===== src/rtl/uart_rx_deser.sv =====
// ============================================================================
// uart_rx_deser : oversampling UART receiver with optional parity and a
//                 single-entry valid/ready holding register. Rev 1.0
// ============================================================================
`default_nettype none

module uart_rx_deser #(
  parameter int DATA_WIDTH = 8,
  parameter int CLK_DIV    = 4,
  parameter int OVERSAMPLE = 16,
  parameter int PARITY_EN  = 0,
  parameter int PARITY_ODD = 0
) (
  input  logic                  pclk,
  input  logic                  prstn,
  input  logic                  rxd,
  output logic                  rx_valid,
  input  logic                  rx_ready,
  output logic [DATA_WIDTH-1:0] rx_data,
  output logic                  frame_err,
  output logic                  parity_err,
  output logic                  overrun
);

  localparam int TW = (CLK_DIV > 1) ? $clog2(CLK_DIV) : 1;
  localparam int SW = $clog2(OVERSAMPLE);
  localparam int BW = (DATA_WIDTH > 1) ? $clog2(DATA_WIDTH) : 1;

  localparam logic [TW-1:0] TICK_LAST = TW'(CLK_DIV - 1);
  localparam logic [SW-1:0] HALF_LAST = SW'(OVERSAMPLE / 2 - 1);
  localparam logic [SW-1:0] FULL_LAST = SW'(OVERSAMPLE - 1);
  localparam logic [BW-1:0] BIT_LAST  = BW'(DATA_WIDTH - 1);
  localparam logic          PAR_ODD   = (PARITY_ODD != 0);
  localparam logic          HAS_PAR   = (PARITY_EN != 0);

  typedef enum logic [2:0] {
    IDLE   = 3'd0,
    START  = 3'd1,
    DATA   = 3'd2,
    PARITY = 3'd3,
    STOP   = 3'd4
  } state_t;

  logic                  sync1, sync2, rx_s;
  logic [TW-1:0]         tick_cnt;
  logic                  tick;
  state_t                state, state_n;
  logic [SW-1:0]         cnt, cnt_n;
  logic [BW-1:0]         bit_idx, bit_n;
  logic [DATA_WIDTH-1:0] shreg, shreg_n;
  logic                  par_bad, par_bad_n;
  logic                  stop_hit;
  logic                  deliver;
  logic                  xfer;

  // Line is idle-high, so the synchronizer resets to 1 to avoid a false start.
  always_ff @(posedge pclk or negedge prstn) begin
    if (!prstn) begin
      sync1 <= 1'b1;
      sync2 <= 1'b1;
    end else begin
      sync1 <= rxd;
      sync2 <= sync1;
    end
  end

  assign rx_s = sync2;

  always_ff @(posedge pclk or negedge prstn) begin
    if (!prstn)
      tick_cnt <= '0;
    else if (tick_cnt == TICK_LAST)
      tick_cnt <= '0;
    else
      tick_cnt <= tick_cnt + 1'b1;
  end

  assign tick = (tick_cnt == TICK_LAST);

  always_ff @(posedge pclk or negedge prstn) begin
    if (!prstn) begin
      state   <= IDLE;
      cnt     <= '0;
      bit_idx <= '0;
      shreg   <= '0;
      par_bad <= 1'b0;
    end else begin
      state   <= state_n;
      cnt     <= cnt_n;
      bit_idx <= bit_n;
      shreg   <= shreg_n;
      par_bad <= par_bad_n;
    end
  end

  always_comb begin
    state_n   = state;
    cnt_n     = cnt;
    bit_n     = bit_idx;
    shreg_n   = shreg;
    par_bad_n = par_bad;
    stop_hit  = 1'b0;
    if (tick) begin
      unique case (state)
        IDLE: begin
          if (!rx_s) begin
            state_n = START;
            cnt_n   = '0;
          end
        end
        START: begin
          if (cnt == HALF_LAST) begin
            cnt_n     = '0;
            bit_n     = '0;
            par_bad_n = 1'b0;
            state_n   = rx_s ? IDLE : DATA;
          end else begin
            cnt_n = cnt + 1'b1;
          end
        end
        DATA: begin
          if (cnt == FULL_LAST) begin
            cnt_n   = '0;
            shreg_n = (shreg >> 1) | (DATA_WIDTH'(rx_s) << (DATA_WIDTH - 1));
            bit_n   = bit_idx + 1'b1;
            if (bit_idx == BIT_LAST)
              state_n = HAS_PAR ? PARITY : STOP;
          end else begin
            cnt_n = cnt + 1'b1;
          end
        end
        PARITY: begin
          if (cnt == FULL_LAST) begin
            cnt_n     = '0;
            par_bad_n = (rx_s != ((^shreg) ^ PAR_ODD));
            state_n   = STOP;
          end else begin
            cnt_n = cnt + 1'b1;
          end
        end
        STOP: begin
          // Leave at mid-stop so the next start edge is not missed.
          if (cnt == FULL_LAST) begin
            cnt_n    = '0;
            stop_hit = 1'b1;
            state_n  = IDLE;
          end else begin
            cnt_n = cnt + 1'b1;
          end
        end
        default: state_n = IDLE;
      endcase
    end
  end

  assign deliver = stop_hit & rx_s & ~par_bad;
  assign xfer    = rx_valid & rx_ready;

  always_ff @(posedge pclk or negedge prstn) begin
    if (!prstn) begin
      rx_valid   <= 1'b0;
      rx_data    <= '0;
      frame_err  <= 1'b0;
      parity_err <= 1'b0;
      overrun    <= 1'b0;
    end else begin
      frame_err  <= stop_hit & ~rx_s;
      parity_err <= stop_hit & rx_s & par_bad;
      overrun    <= deliver & rx_valid & ~rx_ready;
      if (deliver && (!rx_valid || rx_ready)) begin
        rx_data  <= shreg;
        rx_valid <= 1'b1;
      end else if (xfer) begin
        rx_valid <= 1'b0;
      end
    end
  end

endmodule

`default_nettype wire


===== config.mk =====
export PLATFORM = sky130hd
export DESIGN_NAME = uart_rx_deser
export DESIGN_NICKNAME = d
export VERILOG_FILES = /design/src/rtl/uart_rx_deser.sv
export SDC_FILE = /design/constraint.sdc
export NUM_CORES = 1
export LEC_CHECK = 0
export ABC_CLOCK_PERIOD_IN_PS = 1800
export BUFFER_PORTS_ARGS = -buffer_cell sky130_fd_sc_hd__buf_2
export CORE_MARGIN = 2
export CORE_UTILIZATION = 55
export CTS_BUF_LIST = sky130_fd_sc_hd__clkbuf_8
export CTS_CLUSTER_DIAMETER = 100
export DETAILED_ROUTE_END_ITERATION = 8
export GPL_ROUTABILITY_DRIVEN = 0
export PLACE_DENSITY = 0.79
export REMOVE_ABC_BUFFERS = 1
export SYNTH_ARGS = -nofsm -noshare
export SYNTH_HDL_FRONTEND = slang
export SYNTH_SLANG_ARGS = --single-unit
export TNS_END_PERCENT = 5

===== constraint.sdc =====
create_clock -name pclk -period 1.8 [get_ports pclk]
set_input_delay 0.09 -clock pclk [delete_from_list [all_inputs] [get_ports pclk]]
set_output_delay 0.09 -clock pclk [all_outputs]
set_load 0.02 [all_outputs]

==> out/results.ini <==
[outcome]
outcome=finished clean

[final_layout]
diodes=0
layoutNonFillerInstCount=198
area_delta_synth_final_pct=22.3
final_area_um2=2050
drive_gt1_share_pct=44.8
fin_nets=172
fillers=218

[power_and_ir_drop]
ir_drop_uv=758
powerDensity_nw_per_um2=1010
p_leak_nw=1.03
finalPower_mw=2.06

[floorplanning]
initial_core_util_pct=56.2
dieWidth_um=59.2
core_um2=2980
num_io_pins=16
die_h_um=59.2
die_area_um2=3500
rows=20

[placed_design]
pre_cts_ws_ps=-52.3
hpwl_mm=2.05
port_buffers=15
placed_area_um2=1850
post-place-cells=183

[timing]
worst_clock_skew_ps=5.13
tightest_slew_ps=755
relSlewSlack_pct=49.7
finalSetupTns_ps=0
fin_crit_ps=1780
rsz0062_at_grt=yes
period_share_pct=98.6
fmax_mhz=563
hold_violations=0
finalMaxSlewViolations=0
setup_viol=0
worst_slack_ps=24.7

[routing]
drtAntennaViolNets=0
drc_errors=0
routed_wl_mm=2.94
via_per_inst=5.55
vias=1098
dr.pass1.iters=4
wl_per_cell_um=14.8
drtIter0Drc=13

[clock_network]
cts_made_buffers=5
clk_pin_slew_ps=70
clk_latency_ps=290
cts_tree=built
clock_sinks=35
cts.path.max_buffers=2
cts_max_level=2
root_buffer=clkbuf_8

[worst_setup_path]
cp_data_required_time_ps=1980
r2r_slack_ps=20
endpoint_kind=register
crit_type=register to register
cp-start-kind=register
crit_path_start=tick_cnt[0]
crit_arrival_ps=1950
critPathMaxFanout=8
worstReg2RegStart=tick_cnt[0]

[flow_run]
max_cap_viol_count=0

[logic_synthesis]
synth_top_area_share_pct=49.3
synth_seq_cells=35
synth.area.top_cells=dfrtp_1 (49%), mux2_2 (9.4%), mux2_4 (7.2%)
yosysMostFrequentCell=dfrtp_1
synth_cell_types=35
synth_edf_count=0
yosys_warnings=0
synthTopCellsByCount=dfrtp_1 (33), mux2_2 (14), mux2_4 (8), nand2_1 (8), nor2_1 (7)
postSynthCellCount=129
syn-mean-instance-area_um2=13.0
synth_top_area_cell=dfrtp_1
synthArstFlopShare_pct=100
ys.flop_type=dfrtp_1
synth.cell_area_um2=1670
yosysSeqAreaShare_pct=52.5

[global_route]
grt_pass1_vias=1081
grt_use_total_pct=18.8
grt_pass1_wl_mm=4.73
antenna_found_initial=0
grt-ovfl-total=0
grt_max_degree=36

[hold_path]
min_from=rx_ready
holdCritPathClass=input port to register

sequential cells by signal (all words and copies together) (netlist names):
name and cells:
par_bad 1, tick_cnt 2, sync1 1, overrun 1, state 3, cnt 4
bit_idx 3, shreg 8, rx_valid 1, frame_err 1, parity_err 1, rx_data 8
rx_s 1
stage by stage:
| step | hold slack, ps | util (%) |
|---|---|---|
| final | 76.1 | 68.7 |
| after global routing | 89.9 | 68.7 |
| after CTS | 64.0 | 67.5 |
| after detailed placement | 196 | 62.3 |
| after global placement | 189 | 62.3 |
| after floorplan | -206 | - |
kinds of logic (layout without fill, tap and decap cells):
| group | count (synthesis) | count (layout) | synth area share [%] |
|---|---|---|---|
| flops | 35 | 35 | 52.5 |
| compound gates | 14 | 14 | 5.90 |
| fa+ha+maj | 4 | 4 | 2.99 |
| mux | 24 | 24 | 17.8 |
| buf+inv | 8 | 44 | 2.77 |
| xor+xnor | 7 | 7 | 4.48 |
| simple gates | 37 | 37 | 13.6 |
power breakdown:
| group | internal (mW) | switching (mW) | leakage (nW) |
|---|---|---|---|
| clock | 0.412 | 0.285 | 0.0581 |
| sequential | 0.844 | 0.0996 | 0.470 |
| combinational | 0.228 | 0.193 | 0.503 |
final cells by class:
type / count / area [um^2] / share of cell area (%)
Clock buffer: 5 / 68.8 / 3.36
Multi-Input combinational cell: 86 / 771 / 37.7
Sequential cell: 35 / 880 / 43.0
Timing Repair Buffer: 34 / 235 / 11.5
Clock inverter: 3 / 43.8 / 2.14
Tap cell: 33 / 41.3 / 2.02
Inverter: 2 / 7.51 / 0.367
cells in the final DEF, fill, tap and decap left out, types with 3 or more instances in the layout:
cell type and count:
and3_1 4, dfrtp_1 32, xnor2_1 5, nor2_1 6, o211ai_1 3, buf_2 15
mux2_2 14, nand3b_1 3, nand2_1 8, nor2b_1 3, mux2_4 8, o21ai_0 5
clkbuf_8 5, buf_4 16
routing by layer:
metal	vias up	GRT usage [%]	part of all wire (%)
met2	20	29.8	49
met4	0	10.7	2.2
li1	532	-	-
met3	8	5.90	3.6
met1	538	22.6	45
met5	-	0	0
final timing paths:
| check | end | cells past startpoint |
|---|---|---|
| min in group asynchronous | tick_cnt[0] | 2 |
| min | overrun | 3 |
| min reg2reg | rx_s | 0 |
| max reg2reg | rx_data[2] | 7 |
| max in group asynchronous | cnt[3] | 2 |
| max | rx_data[2] | 7 |
timing repair:
| action | 4_1_cts | 5_1_grt |
|---|---|---|
| pin swaps | 2 | 4 |
| buffers inserted | 2 | 3 |
| hold endpoints to repair | 34 | 0 |
| setup endpoints to repair | 11 | 11 |
| hold buffers | 2 | 0 |
| resized for setup | 3 | 5 |
worst max-delay path: stages (launching register included):
cell and delay, ps:
dfrtp_1 360, ha_2 200, nand3_2 110, nor4_4 180, nand3b_1 160, nor2b_2 200
buf_12 160, mux2_4 300
No activity file was read; power rests on OpenSTA's default activity.
